## config.mk

```make
export PLATFORM = sky130hd
export DESIGN_NAME = ld_st_wakeup_queue_flat
export DESIGN_NICKNAME = d
export VERILOG_FILES = /design/src/rtl/ld_st_wakeup_queue_pkg.sv /design/src/rtl/ld_st_wakeup_queue_if.sv /design/src/rtl/ld_st_wakeup_queue_cdb_wakeup_match.sv /design/src/rtl/ld_st_wakeup_queue.sv /design/src/flat_wrapper.sv
export SDC_FILE = /design/constraint.sdc
export NUM_CORES = 1
export LEC_CHECK = 0
export CORE_MARGIN = 2
export CORE_UTILIZATION = 54
export DETAILED_ROUTE_END_ITERATION = 8
export PLACE_DENSITY = 0.77
export SYNTH_ARGS = -nofsm -noshare
export SYNTH_HDL_FRONTEND = slang
export SYNTH_SLANG_ARGS = --single-unit
export TNS_END_PERCENT = 10
```

## constraint.sdc

```tcl
create_clock -name clk -period 3.93 [get_ports clk]
set_input_delay 0.786 -clock clk [delete_from_list [all_inputs] [get_ports clk]]
set_output_delay 0.786 -clock clk [all_outputs]
set_load 0.05 [all_outputs]
```

## src/rtl/ld_st_wakeup_queue_pkg.sv

```systemverilog
// ld_st_wakeup_queue_pkg: shared load/store entry and CDB broadcast types, widths and the tag-match helper
package ld_st_wakeup_queue_pkg;
  localparam int PADDR_WIDTH = 6;
  localparam int PAYLOAD_WIDTH = 32;
  localparam int NUM_CDB_MAX = 4;
  typedef logic [PADDR_WIDTH-1:0] paddr_t;
  typedef struct packed {
    paddr_t                   rs1_paddr;
    paddr_t                   rs2_paddr;
    logic                     rs1_rdy;
    logic                     rs2_rdy;
    logic                     ready;
    logic [PAYLOAD_WIDTH-1:0] payload;
  } ld_st_data_pkt_t;
  typedef struct packed {
    logic   cdb_broadcast;
    paddr_t cdb_p_addr;
  } cdb_pkt_t;
  typedef cdb_pkt_t [NUM_CDB_MAX-1:0] cdb_bus_t;
  function automatic logic cdb_hit(cdb_pkt_t c, paddr_t tag);
    return c.cdb_broadcast && c.cdb_p_addr != '0 && c.cdb_p_addr == tag;
  endfunction
endpackage

```

## src/rtl/ld_st_wakeup_queue_if.sv

```systemverilog
// ld_st_wakeup_queue_if: dispatch/CDB/memory-unit bundle (flush, enq_*, cdb_pkt, deq_*, count); master drives, slave is the queue
interface ld_st_wakeup_queue_if import ld_st_wakeup_queue_pkg::*; #(
  parameter int DEPTH = 8,
  parameter int NUM_CDB = 2
);
  logic                          flush;
  logic                          enq_valid;
  logic                          enq_ready;
  ld_st_data_pkt_t               enq_pkt;
  cdb_pkt_t [NUM_CDB-1:0]        cdb_pkt;
  logic                          deq_valid;
  logic                          deq_ready;
  ld_st_data_pkt_t               deq_pkt;
  logic [$clog2(DEPTH):0]        count;
  modport master (
    output flush, enq_valid, enq_pkt, cdb_pkt, deq_ready,
    input  enq_ready, deq_valid, deq_pkt, count
  );
  modport slave (
    input  flush, enq_valid, enq_pkt, cdb_pkt, deq_ready,
    output enq_ready, deq_valid, deq_pkt, count
  );
endinterface

```

## src/rtl/ld_st_wakeup_queue_cdb_wakeup_match.sv

```systemverilog
// cdb_wakeup_match: entry_in + cdb[NUM_CDB] -> entry_out with rdy bits set by matching broadcasts (x0 always ready) and ready = both rdy
module cdb_wakeup_match import ld_st_wakeup_queue_pkg::*; #(
  parameter int NUM_CDB = 2
) (
  input  ld_st_data_pkt_t        entry_in,
  input  cdb_pkt_t [NUM_CDB-1:0] cdb,
  output ld_st_data_pkt_t        entry_out
);
  logic rs1_rdy_n, rs2_rdy_n;
  always_comb begin
    rs1_rdy_n = entry_in.rs1_rdy || entry_in.rs1_paddr == '0;
    rs2_rdy_n = entry_in.rs2_rdy || entry_in.rs2_paddr == '0;
    for (int k = 0; k < NUM_CDB; k++) begin
      rs1_rdy_n = rs1_rdy_n || cdb_hit(cdb[k], entry_in.rs1_paddr);
      rs2_rdy_n = rs2_rdy_n || cdb_hit(cdb[k], entry_in.rs2_paddr);
    end
    entry_out = entry_in;
    entry_out.rs1_rdy = rs1_rdy_n;
    entry_out.rs2_rdy = rs2_rdy_n;
    entry_out.ready = rs1_rdy_n && rs2_rdy_n;
  end
endmodule

```

## src/rtl/ld_st_wakeup_queue.sv

```systemverilog
// ld_st_wakeup_queue: in-order load/store issue queue with NUM_CDB-port wakeup and enqueue bypass; ports clk, rst, bus (slave: flush/enq/cdb/deq/count)
module ld_st_wakeup_queue import ld_st_wakeup_queue_pkg::*; #(
  parameter int DEPTH = 8,
  parameter int NUM_CDB = 2
) (
  input logic                  clk,
  input logic                  rst,
  ld_st_wakeup_queue_if.slave  bus
);
  localparam int AW = $clog2(DEPTH);
  logic [AW:0]     head, tail;
  logic [DEPTH-1:0] valid;
  ld_st_data_pkt_t mem [DEPTH];
  ld_st_data_pkt_t woken [DEPTH];
  ld_st_data_pkt_t enq_woken;
  logic full, empty, push, pop;
  assign full = head[AW] != tail[AW] && head[AW-1:0] == tail[AW-1:0];
  assign empty = head == tail;
  assign bus.enq_ready = !full;
  assign bus.deq_pkt = mem[head[AW-1:0]];
  assign bus.deq_valid = !empty && bus.deq_pkt.ready;
  assign bus.count = tail - head;
  assign push = bus.enq_valid && !full;
  assign pop = bus.deq_valid && bus.deq_ready;
  for (genvar i = 0; i < DEPTH; i++) begin : g_match
    cdb_wakeup_match #(.NUM_CDB(NUM_CDB)) u_match (
      .entry_in  (mem[i]),
      .cdb       (bus.cdb_pkt),
      .entry_out (woken[i])
    );
  end
  cdb_wakeup_match #(.NUM_CDB(NUM_CDB)) u_enq_match (
    .entry_in  (bus.enq_pkt),
    .cdb       (bus.cdb_pkt),
    .entry_out (enq_woken)
  );
  always_ff @(posedge clk)
    if (rst || bus.flush) begin
      head <= '0;
      tail <= '0;
      valid <= '0;
    end else begin
      if (push) begin
        valid[tail[AW-1:0]] <= 1'b1;
        tail <= tail + 1'b1;
      end
      if (pop) begin
        valid[head[AW-1:0]] <= 1'b0;
        head <= head + 1'b1;
      end
    end
  always_ff @(posedge clk) begin
    for (int i = 0; i < DEPTH; i++)
      if (valid[i]) mem[i] <= woken[i];
    if (push) mem[tail[AW-1:0]] <= enq_woken;
  end
endmodule
```

## src/flat_wrapper.sv

```systemverilog
// flat-port wrapper written by rule: the top's interface ports become plain ports
module ld_st_wakeup_queue_flat import ld_st_wakeup_queue_pkg::*;
#(
  parameter int DEPTH = 8,
  parameter int NUM_CDB = 2
)
  (clk, rst, bus_flush, bus_enq_valid, bus_enq_pkt, bus_cdb_pkt, bus_deq_ready, bus_enq_ready, bus_deq_valid, bus_deq_pkt, bus_count);
  ld_st_wakeup_queue_if #(.DEPTH(DEPTH), .NUM_CDB(NUM_CDB)) bus_i ();
  input logic clk;
  input logic rst;
  input wire logic [$bits(bus_i.flush)-1:0] bus_flush;
  input wire logic [$bits(bus_i.enq_valid)-1:0] bus_enq_valid;
  input wire logic [$bits(bus_i.enq_pkt)-1:0] bus_enq_pkt;
  input wire logic [$bits(bus_i.cdb_pkt)-1:0] bus_cdb_pkt;
  input wire logic [$bits(bus_i.deq_ready)-1:0] bus_deq_ready;
  output wire logic [$bits(bus_i.enq_ready)-1:0] bus_enq_ready;
  output wire logic [$bits(bus_i.deq_valid)-1:0] bus_deq_valid;
  output wire logic [$bits(bus_i.deq_pkt)-1:0] bus_deq_pkt;
  output wire logic [$bits(bus_i.count)-1:0] bus_count;
  assign bus_i.flush = bus_flush;
  assign bus_i.enq_valid = bus_enq_valid;
  assign bus_i.enq_pkt = bus_enq_pkt;
  assign bus_i.cdb_pkt = bus_cdb_pkt;
  assign bus_i.deq_ready = bus_deq_ready;
  assign bus_enq_ready = bus_i.enq_ready;
  assign bus_deq_valid = bus_i.deq_valid;
  assign bus_deq_pkt = bus_i.deq_pkt;
  assign bus_count = bus_i.count;
  ld_st_wakeup_queue #(.DEPTH(DEPTH), .NUM_CDB(NUM_CDB)) u_core (.clk(clk), .rst(rst), .bus(bus_i));
endmodule
```

==> flow_summary.html <==
<table>
<tr><th>Metric</th><th>Value</th></tr>
<tr><th colspan="2">Global route</th></tr>
<tr><td>Largest net degree at the start of global routing</td><td>65</td></tr>
<tr><td>Initial antenna violation count</td><td>3</td></tr>
<tr><td>First-pass GRT wire length</td><td>between 60 and 70 mm</td></tr>
<tr><td>Number of global-route vias before repair</td><td>roughly 11,000</td></tr>
<tr><td>Overflow after GRT</td><td>0</td></tr>
<tr><td>Total Routing Usage GR</td><td>24.63%</td></tr>
<tr><th colspan="2">Clock network</th></tr>
<tr><td>Maximum number of buffers from clock root to sink</td><td>3</td></tr>
<tr><td>Setup fix buffers added after clock tree synthesis</td><td>0</td></tr>
<tr><td>Hold buffer count at cts</td><td>0</td></tr>
<tr><td>Total clock buffers created by CTS</td><td>40</td></tr>
<tr><td>Cell at the root of the clock tree</td><td>clkbuf_16</td></tr>
<tr><td>Clock transition at the registers of the reported paths</td><td>0.06 ns</td></tr>
<tr><td>CTS resizes</td><td>0</td></tr>
<tr><td>TritonCTS clock tree</td><td>done</td></tr>
<tr><td>Sinks on Clock Net</td><td>395</td></tr>
<tr><td>Number of levels the H-tree was split into</td><td>2</td></tr>
<tr><td>Clock insertion delay at the later pin of the skew report</td><td>around 0.53 ns</td></tr>
<tr><th colspan="2">Synthesis</th></tr>
<tr><td>Count of synthesis-stage warnings from yosys</td><td>0</td></tr>
<tr><td>Cell area after technology mapping</td><td>18,200 sq um</td></tr>
<tr><td>Most frequently used flop master after synthesis</td><td>edfxtp_1</td></tr>
<tr><td>Post-synthesis net count</td><td>1,169</td></tr>
<tr><td>Synth Instances</td><td>1,097</td></tr>
<tr><td>Share of synthesized registers carrying an async set or reset</td><td>0%</td></tr>
<tr><td>Count of flip-flops with a built-in enable after synthesis</td><td>376</td></tr>
<tr><td>Number of flip-flops and latches in the synthesized netlist</td><td>around 400</td></tr>
<tr><td>Post-synth top area cell</td><td>edfxtp_1</td></tr>
<tr><td>Yosys cell types</td><td>36</td></tr>
<tr><td>Share of Yosys cell area claimed by the top area cell type</td><td>62.04%</td></tr>
<tr><td>Avg Inst Size Synth</td><td>16.59 sq um</td></tr>
<tr><td>Area contributors post-synth</td><td>edfxtp_1, mux4_2, xor2_1, xnor2_1, mux2_2</td></tr>
<tr><td>Post-synthesis sequential area ratio</td><td>64.13%</td></tr>
<tr><th colspan="2">Floorplanning</th></tr>
<tr><td>Initial cell density of the core</td><td>54.55%</td></tr>
<tr><td>Die extent in x</td><td>around 190 um</td></tr>
<tr><td>Area of the core</td><td>33,360 sq um</td></tr>
<tr><td>Total I/O pin count</td><td>119</td></tr>
<tr><td>Total Die Area</td><td>35,190 sq um</td></tr>
<tr><td>Site Rows</td><td>67</td></tr>
<tr><td>Die Ht</td><td>between 150 and 200 um</td></tr>
<tr><th colspan="2">Route</th></tr>
<tr><td>WL/cell</td><td>25.08 um</td></tr>
<tr><td>Vias/cell</td><td>between 6 and 7</td></tr>
<tr><td>Detailed-route via count</td><td>10,570</td></tr>
<tr><td>DRC marker count from the first detailed-route iteration</td><td>1,107</td></tr>
<tr><td>Detailed-route DRC error count</td><td>0</td></tr>
<tr><td>Count of TritonRoute iterations in the first routing pass</td><td>5</td></tr>
<tr><td>Number of antenna-violating nets in the routed design</td><td>0</td></tr>
<tr><td>Total Wirelength</td><td>42.94 mm</td></tr>
<tr><th colspan="2">Final layout</th></tr>
<tr><td>Number of nets in the finished design</td><td>between 1,000 and 1,500</td></tr>
<tr><td>Area of all placed cells without fillers</td><td>approximately 21,000 sq um</td></tr>
<tr><td>Proportion of layout cells with a drive suffix above 1</td><td>20.05%</td></tr>
<tr><td>Layout overhead on the synthesized area</td><td>17.89%</td></tr>
<tr><td>Share of the core filled with cells in the final layout</td><td>64.31%</td></tr>
<tr><th colspan="2">Place</th></tr>
<tr><td>Count of buffers inserted at the top-level ports</td><td>117</td></tr>
<tr><td>Post-DP HPWL</td><td>between 20 and 30 mm</td></tr>
<tr><td>Worst slack, placed</td><td>0.5366 ns</td></tr>
<tr><td>GPL Wtd Cong</td><td>0.9056</td></tr>
<tr><td>Placed cell area</td><td>20,100 sq um</td></tr>
<tr><th colspan="2">Job</th></tr>
<tr><td>Max-cap viol count</td><td>0</td></tr>
<tr><th colspan="2">Hold path</th></tr>
<tr><td>Class of the tightest hold or removal check</td><td>reg2reg</td></tr>
<tr><td>Source of the worst hold timing path</td><td>u_core.valid[4]</td></tr>
<tr><th colspan="2">Setup path</th></tr>
<tr><td>Highest-delay cell along the critical path</td><td>clkdlybuf4s50_1</td></tr>
<tr><td>Required time worst endpoint</td><td>between 3 and 4 ns</td></tr>
<tr><td>Endpoint type of the worst setup path</td><td>output port</td></tr>
<tr><td>Delay of the slowest cell on the worst path</td><td>0.75 ns</td></tr>
<tr><td>Type of origin of the critical path</td><td>flip-flop</td></tr>
<tr><td>Launch point of the worst reg-to-reg path</td><td>u_core.tail[2]</td></tr>
<tr><td>Data arrival, critical path</td><td>3.00 ns</td></tr>
<tr><td>Type of the setup path with the least slack</td><td>reg2out</td></tr>
<tr><td>Sequence of cells on the critical path</td><td>buf_12 &gt; mux4_2 &gt; mux2_2 &gt; clkdlybuf4s50_1</td></tr>
<tr><td>Worst Path Max Fanout</td><td>64</td></tr>
<tr><th colspan="2">Pwr</th></tr>
<tr><td>Areal power density over the cells</td><td>432.7 nW/um^2</td></tr>
<tr><td>Leak pwr</td><td>6.948 nW</td></tr>
<tr><td>Maximum vdd ir drop</td><td>0.5392 mV</td></tr>
<tr><th colspan="2">STA</th></tr>
<tr><td>Final cycle utilization of the critical path</td><td>96.26%</td></tr>
<tr><td>Final count of pins violating max slew</td><td>0</td></tr>
<tr><td>Setup clock skew after layout</td><td>0.01027 ns</td></tr>
<tr><td>Final-report setup violation count</td><td>0</td></tr>
<tr><td>Final critical-path setup slack</td><td>0.1470 ns</td></tr>
<tr><td>Fmax</td><td>between 0.2 and 0.3 GHz</td></tr>
<tr><td>Setup repair after global routing missed its margin</td><td>no</td></tr>
<tr><td>Slew margin rel.</td><td>56.47%</td></tr>
<tr><td>Actual transition at the worst max-transition pin</td><td>about 0.65 ns</td></tr>
<tr><td>Final number of hold-violating endpoints</td><td>0</td></tr>
<tr><td>Minimum clock period</td><td>about 3.8 ns</td></tr>
<tr><th colspan="2">Run status</th></tr>
<tr><td>Run status</td><td>complete, no violations</td></tr>
</table>
==> power by group <==
group | internal, mW | leakage, nW | switching (mW)
combinational | 0.290 | 2.73 | 0.436
clock | 2.31 | 0.651 | 1.56
sequential | 4.66 | 3.57 | 0.0297
total | 7.26 | 6.95 | 2.02
==> worst paths after layout <==
kind | endpoint | slack, ns | cells after the start
min reg2reg | u_core.valid[4] | 0.48 | 2
max | bus_deq_pkt[24] | 0.15 | 4
max reg2reg | u_core.mem[3][33] | 1.07 | 8
min | u_core.valid[4] | 0.48 | 2
==> kinds of logic after synthesis <==
kind of cell             share of synthesized area [%]
AO/OA/AOI/OAI                                    1.609
XOR/XNOR                                         10.83
adder cells (fa/ha/maj)                         0.4537
buffers and inverters                            2.179
flip-flops                                       64.13
multiplexers                                     15.19
AND/OR/NAND/NOR                                  5.610
==> per-layer routing <==
metal	GRT usage [%]	vias to the layer above	wire, um
met4	7.541	2	1132
met3	5.353	98	3358
met5	0	-	13
met1	32.82	5414	17280
met2	40.98	497	21160
li1	-	4561	-
==> layout make-up <==
type	instances	area, sq um
antenna	2	5.005
clock buffer	49	1055
clock inverter	23	294.0
fill	2309	11910
inverter	19	71.32
multi-input combinational	621	6160
sequential	395	11680
tap	448	560.5
timing repair buffer	155	1632
==> cell usage after synthesis, types with 2 or more instances <==
library cell,count
xnor2_1,78
xor2_1,147
nand2_1,10
o31a_1,2
ha_1,5
a221oi_1,2
a21oi_1,38
inv_1,19
nor4_1,54
and3_1,10
mux2_2,46
or2_2,8
nand4_1,39
buf_4,2
dfxtp_1,19
a311oi_1,4
buf_1,8
mux2i_1,13
buf_6,7
clkbuf_1,19
mux4_2,94
nand2b_1,2
nor2_1,47
or4_1,2
nand3_1,9
nor3_2,2
buf_2,26
edfxtp_1,376
o21ai_0,2
==> cell usage in the layout (no fill, tap or decap), drive strengths merged, types with 3 or more instances in the layout <==
cell and n:
dfxtp 19, clkinv 16, xor2 147, clkdlybuf4s50 117, buf 38, clkbuf 49
mux2i 13, a311oi 4, inv 19, xnor2 78, or2 9, a21oi 38
mux2 46, mux4 94, edfxtp 376, nor4 54, nand2 10, nand3 9
nor2 47, bufinv 6, nand4 39, nor3 3, and3 10, ha 5
==> state kept, by name (all words and copies together) (netlist names), named ones only <==
register and cells:
u_core.mem 376, u_core.valid 8, u_core.head 4, u_core.tail 4
==> worst max-delay path: cells and delay by family, from the launching register on <==
kind,cells,cell delay [ns]
muxes,2,0.88
DFF,1,0.37
buffers and inverters,2,1.16
==> stage by stage <==
| step | power (mW) | TNS [ns] | instances | hold slack, ns |
|---|---|---|---|---|
| after floorplan | 5.204 | -0.1032 | 1097 | 0.4531 |
| final | 9.284 | 0 | 1712 | 0.4829 |
| after global placement | 5.482 | 0 | 1638 | 0.4658 |
| after detailed placement | 5.497 | 0 | 1638 | 0.4683 |
| after CTS | 9.327 | 0 | 1710 | 0.4779 |
| after global routing | 9.536 | 0 | 1711 | 0.5134 |
Power figures use the tool's default switching activity.
